<file path="config.mk">
export PLATFORM = sky130hd
export DESIGN_NAME = join_any_i2c_slave
export DESIGN_NICKNAME = d
export VERILOG_FILES = /design/src/rtl/join_any_i2c_pkg.sv /design/src/rtl/i2c_cond_detect.sv /design/src/rtl/join_any_i2c_slave.sv
export SDC_FILE = /design/constraint.sdc
export NUM_CORES = 1
export LEC_CHECK = 0
export CAP_MARGIN = 5
export CELL_PAD_IN_SITES_DETAIL_PLACEMENT = 1
export CELL_PAD_IN_SITES_GLOBAL_PLACEMENT = 2
export CORE_ASPECT_RATIO = 0.9
export CORE_UTILIZATION = 45
export DETAILED_ROUTE_END_ITERATION = 10
export DONT_BUFFER_PORTS = 1
export PLACE_DENSITY = 0.84
export SYNTH_ARGS = -nofsm -noshare
export SYNTH_HDL_FRONTEND = slang
export SYNTH_HIERARCHICAL = 1
export SYNTH_SLANG_ARGS = --single-unit
export TNS_END_PERCENT = 10
</file>
<file path="constraint.sdc">
create_clock -name clk -period 4 [get_ports clk]
set_input_delay 1 -clock clk [delete_from_list [all_inputs] [get_ports clk]]
set_output_delay 1 -clock clk [all_outputs]
set_load 0.02 [all_outputs]
</file>
<file path="src/rtl/join_any_i2c_pkg.sv">
//////////////////////////////////////////////////////////////////////
// join_any_i2c_pkg - shared types for the join_any I2C target
// Revision: 1.0
//////////////////////////////////////////////////////////////////////
`default_nettype none

package join_any_i2c_pkg;

  typedef enum logic {
    I2C_WRITE = 1'b0,
    I2C_READ  = 1'b1
  } i2c_op_t;

  typedef enum logic [1:0] {
    EVT_NONE  = 2'd0,
    EVT_BYTE  = 2'd1,
    EVT_START = 2'd2,
    EVT_STOP  = 2'd3
  } evt_t;

  typedef enum logic [2:0] {
    ST_IDLE     = 3'd0,
    ST_ADDR     = 3'd1,
    ST_ADDR_ACK = 3'd2,
    ST_WR_DATA  = 3'd3,
    ST_WR_ACK   = 3'd4,
    ST_RD_DATA  = 3'd5,
    ST_RD_ACK   = 3'd6,
    ST_IGNORE   = 3'd7
  } state_t;

  function automatic int max_int(input int a, input int b);
    return (a > b) ? a : b;
  endfunction

endpackage

`default_nettype wire

</file>
<file path="src/rtl/i2c_cond_detect.sv">
//////////////////////////////////////////////////////////////////////
// i2c_cond_detect - SCL/SDA synchronizers, SCL edges, START/STOP
// Revision: 1.0
//////////////////////////////////////////////////////////////////////
`default_nettype none

module i2c_cond_detect (
  input  logic clk,
  input  logic rst_n,
  input  logic scl_i,
  input  logic sda_i,
  output logic sda_o,
  output logic scl_rise_o,
  output logic scl_fall_o,
  output logic start_o,
  output logic stop_o
);

  // [0] metastability FF, [1] synchronized level, [2] history
  logic [2:0] scl_q;
  logic [2:0] sda_q;

  always_ff @(posedge clk or negedge rst_n) begin
    if (!rst_n) begin
      scl_q <= '0;
      sda_q <= '0;
    end else begin
      scl_q <= {scl_q[1:0], scl_i};
      sda_q <= {sda_q[1:0], sda_i};
    end
  end

  assign sda_o      = sda_q[1];
  assign scl_rise_o = scl_q[1] & ~scl_q[2];
  assign scl_fall_o = ~scl_q[1] & scl_q[2];
  // SCL must be high in both samples so the post-reset ramp of both lines is not a STOP
  assign start_o    = scl_q[1] & scl_q[2] & sda_q[2] & ~sda_q[1];
  assign stop_o     = scl_q[1] & scl_q[2] & ~sda_q[2] & sda_q[1];

endmodule

`default_nettype wire

</file>
<file path="src/rtl/join_any_i2c_slave.sv">
//////////////////////////////////////////////////////////////////////
// join_any_i2c_slave - I2C target front end; START/STOP/byte race per data byte
// Revision: 1.0
//////////////////////////////////////////////////////////////////////
`default_nettype none

module join_any_i2c_slave
  import join_any_i2c_pkg::*;
#(
  parameter int                        I2C_ADDR_WIDTH = 7,
  parameter int                        I2C_DATA_WIDTH = 8,
  parameter logic [I2C_ADDR_WIDTH-1:0] ADDRESS        = 7'h22
) (
  input  logic                      clk,
  input  logic                      rst_n,
  input  logic                      scl_i,
  input  logic                      sda_i,
  output logic                      sda_oe,
  output logic                      start_o,
  output logic                      stop_o,
  output logic [I2C_ADDR_WIDTH-1:0] addr_o,
  output logic                      op_o,
  output logic                      addr_valid_o,
  output logic                      addr_match_o,
  output logic [I2C_DATA_WIDTH-1:0] wr_data_o,
  output logic                      wr_valid_o,
  output logic                      rd_req_o,
  input  logic [I2C_DATA_WIDTH-1:0] rd_data_i,
  output logic                      rd_nack_o,
  output logic [1:0]                evt_o,
  output logic                      busy_o
);

  localparam int CNT_W = $clog2(max_int(I2C_ADDR_WIDTH + 1, I2C_DATA_WIDTH) + 1);
  localparam logic [CNT_W-1:0] ADDR_LAST = CNT_W'(I2C_ADDR_WIDTH);
  localparam logic [CNT_W-1:0] DATA_LAST = CNT_W'(I2C_DATA_WIDTH - 1);
  localparam logic [CNT_W-1:0] DATA_DONE = CNT_W'(I2C_DATA_WIDTH);

  logic w_sda, w_scl_rise, w_scl_fall, w_start, w_stop;

  i2c_cond_detect u_cond (
    .clk       (clk),
    .rst_n     (rst_n),
    .scl_i     (scl_i),
    .sda_i     (sda_i),
    .sda_o     (w_sda),
    .scl_rise_o(w_scl_rise),
    .scl_fall_o(w_scl_fall),
    .start_o   (w_start),
    .stop_o    (w_stop)
  );

  state_t                    state_q;
  evt_t                      evt_q;
  i2c_op_t                   op_q;
  logic [CNT_W-1:0]          cnt_q;
  logic [I2C_ADDR_WIDTH-1:0] addr_sh_q, addr_q;
  logic [I2C_DATA_WIDTH-1:0] data_sh_q, wr_data_q, rd_sh_q;
  logic oe_q, start_q, stop_q, addr_valid_q, match_q, wr_valid_q;
  logic rd_req_q, rd_nack_q, busy_q;

  always_ff @(posedge clk or negedge rst_n) begin
    if (!rst_n) begin
      state_q <= ST_IDLE;      evt_q <= EVT_NONE;   op_q <= I2C_WRITE;
      cnt_q <= '0;             addr_sh_q <= '0;     addr_q <= '0;
      data_sh_q <= '0;         wr_data_q <= '0;     rd_sh_q <= '0;
      oe_q <= 1'b0;            start_q <= 1'b0;     stop_q <= 1'b0;
      addr_valid_q <= 1'b0;    match_q <= 1'b0;     wr_valid_q <= 1'b0;
      rd_req_q <= 1'b0;        rd_nack_q <= 1'b0;   busy_q <= 1'b0;
    end else begin
      start_q      <= 1'b0;
      stop_q       <= 1'b0;
      addr_valid_q <= 1'b0;
      wr_valid_q   <= 1'b0;
      rd_req_q     <= 1'b0;
      rd_nack_q    <= 1'b0;
      if (rd_req_q) rd_sh_q <= rd_data_i;

      if (w_stop) begin
        state_q <= ST_IDLE;  oe_q <= 1'b0;  stop_q <= 1'b0 | 1'b1;
        busy_q  <= 1'b0;     match_q <= 1'b0;
        evt_q   <= EVT_STOP; cnt_q <= '0;
      end else if (w_start) begin
        state_q <= ST_ADDR;  oe_q <= 1'b0;  start_q <= 1'b1;
        busy_q  <= 1'b1;     evt_q <= EVT_START;  cnt_q <= '0;
      end else begin
        case (state_q)
          ST_ADDR: if (w_scl_rise) begin
            if (cnt_q == ADDR_LAST) begin
              addr_q       <= addr_sh_q;
              op_q         <= i2c_op_t'(w_sda);
              addr_valid_q <= 1'b1;
              match_q      <= (addr_sh_q == ADDRESS);
              cnt_q        <= '0;
              if (addr_sh_q == ADDRESS) begin
                state_q  <= ST_ADDR_ACK;
                rd_req_q <= w_sda;
              end else begin
                state_q <= ST_IGNORE;
              end
            end else begin
              addr_sh_q <= {addr_sh_q[I2C_ADDR_WIDTH-2:0], w_sda};
              cnt_q     <= cnt_q + 1'b1;
            end
          end
          // oe_q doubles as the ACK phase flag: first fall drives, second fall ends
          ST_ADDR_ACK, ST_WR_ACK: if (w_scl_fall) begin
            if (!oe_q) begin
              oe_q <= 1'b1;
            end else if (state_q == ST_ADDR_ACK && op_q == I2C_READ) begin
              state_q <= ST_RD_DATA;
              oe_q    <= ~rd_sh_q[I2C_DATA_WIDTH-1];
              cnt_q   <= '0;
            end else begin
              state_q <= ST_WR_DATA;
              oe_q    <= 1'b0;
              cnt_q   <= '0;
            end
          end
          ST_WR_DATA: if (w_scl_rise) begin
            if (cnt_q == DATA_LAST) begin
              wr_data_q  <= {data_sh_q[I2C_DATA_WIDTH-2:0], w_sda};
              wr_valid_q <= 1'b1;
              evt_q      <= EVT_BYTE;
              state_q    <= ST_WR_ACK;
              cnt_q      <= '0;
            end else begin
              data_sh_q <= {data_sh_q[I2C_DATA_WIDTH-2:0], w_sda};
              cnt_q     <= cnt_q + 1'b1;
            end
          end
          // cnt_q counts bits already clocked out; MSB is driven at cnt_q == 0
          ST_RD_DATA: begin
            if (w_scl_rise) begin
              cnt_q <= cnt_q + 1'b1;
            end else if (w_scl_fall) begin
              if (cnt_q == DATA_DONE) begin
                oe_q    <= 1'b0;
                state_q <= ST_RD_ACK;
                cnt_q   <= '0;
              end else if (cnt_q == '0) begin
                oe_q <= ~rd_sh_q[I2C_DATA_WIDTH-1];
              end else begin
                oe_q    <= ~rd_sh_q[I2C_DATA_WIDTH-2];
                rd_sh_q <= {rd_sh_q[I2C_DATA_WIDTH-2:0], 1'b0};
              end
            end
          end
          ST_RD_ACK: if (w_scl_rise) begin
            evt_q <= EVT_BYTE;
            cnt_q <= '0;
            if (!w_sda) begin
              rd_req_q <= 1'b1;
              state_q  <= ST_RD_DATA;
            end else begin
              rd_nack_q <= 1'b1;
              state_q   <= ST_IGNORE;
            end
          end
          default: ;
        endcase
      end
    end
  end

  assign sda_oe       = oe_q;
  assign start_o      = start_q;
  assign stop_o       = stop_q;
  assign addr_o       = addr_q;
  assign op_o         = op_q;
  assign addr_valid_o = addr_valid_q;
  assign addr_match_o = match_q;
  assign wr_data_o    = wr_data_q;
  assign wr_valid_o   = wr_valid_q;
  assign rd_req_o     = rd_req_q;
  assign rd_nack_o    = rd_nack_q;
  assign evt_o        = evt_q;
  assign busy_o       = busy_q;

endmodule

`default_nettype wire

</file>
# == After elaboration in Yosys (flattened, before gate mapping) ==
# Cells that the tools add are included.
# classes
add_sub_neg,1
n_mul,0
div,0
n_lt_le_gt_ge,0
n_eq_ne,23
n_shift,0
muxes,82
bitwise,16
n_reduce_logical,21
# op_table
op,count
two-way mux 8 bit,8
two-way mux 3 bit,14
two-way mux 4 bit,10
two-way mux 1 bit,39
"!= test 4 x 1 -> 1 bit, second input constant",6
AND reduction 5 bit,4
"!= test 4 x 2 -> 1 bit, second input constant",4
case mux 4 bit (4 select lines),1
case mux 3 bit (5 select lines),1
two-way mux 2 bit,6
AND reduction 4 bit,3
AND reduction 11 bit,1
"equality test 3 bit, second input constant",3
inverter 1 bit,9
nonzero test 2 bit,4
nonzero test 4 bit,2
bitwise AND 1 bit,7
"equality test 7 x 6 -> 1 bit, second input constant",1
AND reduction 7 bit,1
nonzero test 7 bit,1
"equality test 3 x 2 -> 1 bit, second input constant",2
nonzero test 6 bit,1
"!= test 5 x 1 -> 1 bit, second input constant",1
"!= test 5 x 2 -> 1 bit, second input constant",1
other kinds (11),13
# totals
regBits,62
latch_bits,0
mem_bits_rw,0
mem_bits_ro,0
output_inout_bits,27
word_cells,163
memories,0

# == Longest topological paths before layout ==
# depth
depth_word,8
depth_mapped,8

# == Hierarchy ==
# Netlist, hierarchy kept.
# modules_own_cells
mod,n_inst,cells_per_inst,area_per_inst_um2
join_any_i2c_slave,1,230,2622.5
i2c_cond_detect,1,10,182.7

# == Least setup slack after synthesis ==
# No wires, ideal clock.
# synth_timing
path_type,reg-to-reg
from,reg u_cond.sda_q[1]
to,reg wr_data_q[0] (netlist: wr_data_o[0])
setup_time_ps,125
t_arrival_ps,1945
required_time_ps,3875
path_slack_ps,1930
stages_incl_launch_ff,6
path_buffers,1
period_less_slack_ps,2070
path_cell_list,dfrtp_1 > and4b_1 > or2_1 > buf_6 > nor4_4 > mux2_2
# synth_between
elab_cells_between_ends,6
cone_classes,5 x bitwise; 1 x reduce/logical
# synth_rtl
element,line,source
start: declaration,i2c_cond_detect.sv:21,logic [2:0] sda_q;
start signal: assignment,i2c_cond_detect.sv:29,"sda_q <= {sda_q[1:0], sda_i};"
bitwise AND 1 bit,i2c_cond_detect.sv:38,assign stop_o = scl_q[1] & scl_q[2] & ~sda_q[2] & sda_q[1];
named net w_stop,join_any_i2c_slave.sv:39,"logic w_sda, w_scl_rise, w_scl_fall, w_start, w_stop;"
inverter 1 bit (no line),-,
AND reduction 5 bit (no line),-,
end signal: assignment,join_any_i2c_slave.sv:122,"wr_data_q <= {data_sh_q[I2C_DATA_WIDTH-2:0], w_sda};"
end: declaration,join_any_i2c_slave.sv:58,"logic [I2C_DATA_WIDTH-1:0] data_sh_q, wr_data_q, rd_sh_q;"
# The timed path passes the listed nets, and every way through them passes these cells.
# A chain may end at the register's enable or synchronous reset.

# == Worst setup path after layout ==
# layout_timing
from,reg u_cond.sda_q[1]
to,reg wr_data_q[5] (netlist: wr_data_o[5])
# layout_between
elab_chain_cells,4
elab_cells_between_ends,6
cone_classes,5 x bitwise; 1 x reduce/logical
# layout_lines
element,line,source
inverter 1 bit,i2c_cond_detect.sv:37,assign start_o = scl_q[1] & scl_q[2] & sda_q[2] & ~sda_q[1];
bitwise AND 1 bit,i2c_cond_detect.sv:37,
named net w_start,join_any_i2c_slave.sv:39,
inverter 1 bit (no line),-,
AND reduction 5 bit (no line),-,
# The timed path passes the listed nets, and every way through them passes these cells.

==> results.sh <==
export IMPL_status="finished, final reports clean"
export IMPL_grt_start_max_net_pins=63
export IMPL_stdcell_count=316
export IMPL_stdcell_area_sq_um=3040
export IMPL_cp_start_kind="flop"
export IMPL_rsz0062_at_grt="no"
export IMPL_drtPass1Iterations=4
export IMPL_synth_edff_count=0
export IMPL_synth_seq_area_share_pct=55.3
export IMPL_synth_avg_cell_area_sq_um=11.7
export IMPL_yosys_warnings=6
export IMPL_skew_ns=0.00917
export IMPL_rr_worst_depth=4
export IMPL_grt_overflow=0
export IMPL_synth_cells=240
export IMPL_layout_setup_ws_ns=1.51
export IMPL_setup_viol=0
export IMPL_hold_viol=0
export IMPL_drive_gt1_share_pct=20.3
export IMPL_routed_wl_um=5590
export IMPL_clk_pin_slew_worst_paths_ns=0.07
export IMPL_leakagePower_nw=1.40
export IMPL_start_util_pct=47.9
export IMPL_synthMuxAreaShare_pct=16.8
export IMPL_post_dp_hpwl_um=3830
export IMPL_vias_per_cell=5.65
export IMPL_area_delta_synth_final_pct=8.47
export IMPL_synth_simple_area_share_pct=15.1
export IMPL_die_height_um=76.9
export IMPL_drv_cap=0
export IMPL_endpoint_kind="flop"
export IMPL_avgRoutedWirePerCell_um=17.7
export IMPL_crit_required_ns=4.22
export IMPL_critPathMaxFanout=11
export IMPL_slew_violations=0
export IMPL_ios=39
export IMPL_synthArstFlopShare_pct=100
export IMPL_power_density_nw_per_um2=616
export IMPL_port_buffers=0
export IMPL_synth_compound_area_share_pct=8.43
export IMPL_synthXorXnorAreaFrac_pct=0.312
export IMPL_drtAntennaViolNets=0
export IMPL_core_area_sq_um=5860
export IMPL_cts_htree_levels=3
export IMPL_fp_row_count=26
export IMPL_grt_pass1_vias=1858
export IMPL_max_freq_mhz=401
export IMPL_yosys_register_bits=62
export IMPL_path_class="reg2reg"
export IMPL_finalWeightedCongestion=0.766
export IMPL_antenna_found_initial=0
export IMPL_synth_adder_area_share_pct=0.892
export IMPL_dp_cells=301
export IMPL_drtIter0Drc=95
export IMPL_ir_drop_v=0.000299
export IMPL_grt_total_usage_pct=19.3
export IMPL_drc_errors=0
export IMPL_r2r_setup_slack_ns=1.51
export IMPL_synth_top_family_by_area="multiplexers"
export IMPL_max_slew_margin_pct=55.5
export IMPL_synth_area_sq_um=2810
export IMPL_dieArea_sq_um=6550
export IMPL_timing_rr_end="wr_data_o[5]"
export IMPL_r2r_start="u_cond/sda_q[1]"
export IMPL_synth_cell_types=40
export IMPL_fin_crit_sh_pct=62.3
export IMPL_synth_main_ff_cell="dfrtp_1"
export IMPL_period_minus_slack_ns=2.49
export IMPL_n_antenna_cell=0
export IMPL_clockBufferDepth=2
export IMPL_grt_pass1_wl_um=9470
export IMPL_design_final_nets=256
export IMPL_cts_resized=0
export IMPL_hold_path_class="in2async"
export IMPL_cts_tree="built"
export IMPL_syn_num_nets=254
export IMPL_setup_tns_final_ns=0
export IMPL_clockRootBuffer="clkbuf_8"
export IMPL_crit_arrival_ns=2.71
export IMPL_clk_latency_ns=0.34
export IMPL_die_w_um=85.2
export IMPL_vias=1786
export IMPL_numCtsBuffers=9
export IMPL_dpl_worst_slack_ns=1.49
export IMPL_cts_hold_buf=0
export IMPL_worst_pin_slew_ns=0.662
export IMPL_clock_sinks=62
export IMPL_cts_setup_buffers=0
export IMPL_place_area_sq_um=2840
-- through the flow --
stage	hold slack [ns]	utilization (%)	total power [mW]
after global placement	0.334	48.6	1.33
after floorplan	0.331	-	1.25
final	0.350	52.0	1.87
after global routing	0.322	52.0	1.99
after CTS	0.324	52.0	1.90
after detailed placement	0.336	48.6	1.34
-- final cells by class --
type	instances	area (sq um)
sequential	62	1550
clock buffer	12	155
fill	615	2810
inverter	11	41.3
multi-input combinational	158	1160
tap	70	87.6
clock inverter	3	43.8
-- worst max-delay path by stage --
| stage | start | endpoint | slack (ns) | cells past startpoint |
|---|---|---|---|---|
| after floorplan | u_cond/sda_q[1] | wr_data_o[0] | 1.93 | 5 |
| after CTS | u_cond/sda_q[1] | wr_data_o[5] | 1.49 | 4 |
| after global placement | u_cond/sda_q[1] | wr_data_o[5] | 1.55 | 4 |
| after global routing | u_cond/sda_q[1] | rd_sh_q[1] | 1.29 | 6 |
| after detailed placement | u_cond/sda_q[1] | wr_data_o[5] | 1.49 | 4 |
| final | u_cond/sda_q[1] | wr_data_o[5] | 1.51 | 4 |
-- cells in the final DEF, fill, tap and decap left out, types with 2 or more instances in the layout --
cell / Yosys / layout
nand2b_1: 5 / 5
nor3_1: 6 / 6
nand2_1: 8 / 8
a21oi_1: 12 / 12
o22ai_1: 2 / 2
and3b_1: 2 / 2
nor4_4: 2 / 2
and4b_1: 2 / 2
a21o_1: 2 / 2
mux2i_1: 11 / 11
ha_1: 2 / 2
nor2b_1: 4 / 4
o21ai_0: 11 / 11
nand3_1: 7 / 7
a31oi_1: 4 / 4
and3_1: 2 / 2
dfrtp_1: 62 / 62
inv_1: 11 / 11
mux2_2: 32 / 32
clkbuf_8: 0 / 11
nand3b_1: 4 / 4
nor2_1: 25 / 25
-- cells by family (layout without fill, tap and decap cells) --
kind of cell	after synthesis	after routing
compound gates	38	38
buf+inv	20	26
simple gates	74	74
fa+ha+maj	2	2
mux	43	43
xor+xnor	1	1
flops	62	62
-- power by group --
part / internal (mW) / switching [mW]
Combinational: 0.211 / 0.219
Clock: 0.318 / 0.229
Sequential: 0.732 / 0.164
-- synthesized netlist by cell type (all sizes together) (3+ instances only) --
cell    instances  area, sq um
nand3b          4         30.0
dfrtp          62         1550
mux2           32          360
a21oi          12         60.1
nor4            3         48.8
mux2i          11          110
o21ai          11         55.1
clkbuf          4         15.0
buf             5         33.8
nor2           25         93.8
inv            11         41.3
nand2           8         30.0
nand3           7         35.0
nand2b          5         31.3
nor3            6         30.0
nor2b           4         25.0
a31oi           4         25.0
-- layer usage --
layer / GRT usage (%) / part of all wire, % / vias to the layer above
met2: 28.5 / 45 / 39
met5: 0 / 0 / -
met1: 25.3 / 47 / 886
li1: - / - / 852
met3: 7.21 / 5.7 / 9
met4: 8.14 / 1.9 / 0
-- sequential cells by signal, summed over array words and instances (netlist names) --
register and count:
addr_valid_o 1, evt_o 2, op_o 1, state_q 3
stop_o 1, u_cond/scl_q 3, busy_o 1, rd_req_o 1
sda_oe 1, wr_data_o 8, rd_nack_o 1, rd_sh_q 8
data_sh_q 7, u_cond/sda_q 3, wr_valid_o 1, addr_sh_q 7
start_o 1, cnt_q 4, addr_o 7, addr_match_o 1
-- worst max-delay path, stage by stage, from the launching register on --
cell and delay, ns:
dfrtp_1 0.51, and4b_1 0.31, or2_1 0.44, nor4_4 0.70, mux2_2 0.41
Power figures use the tool's default switching activity.
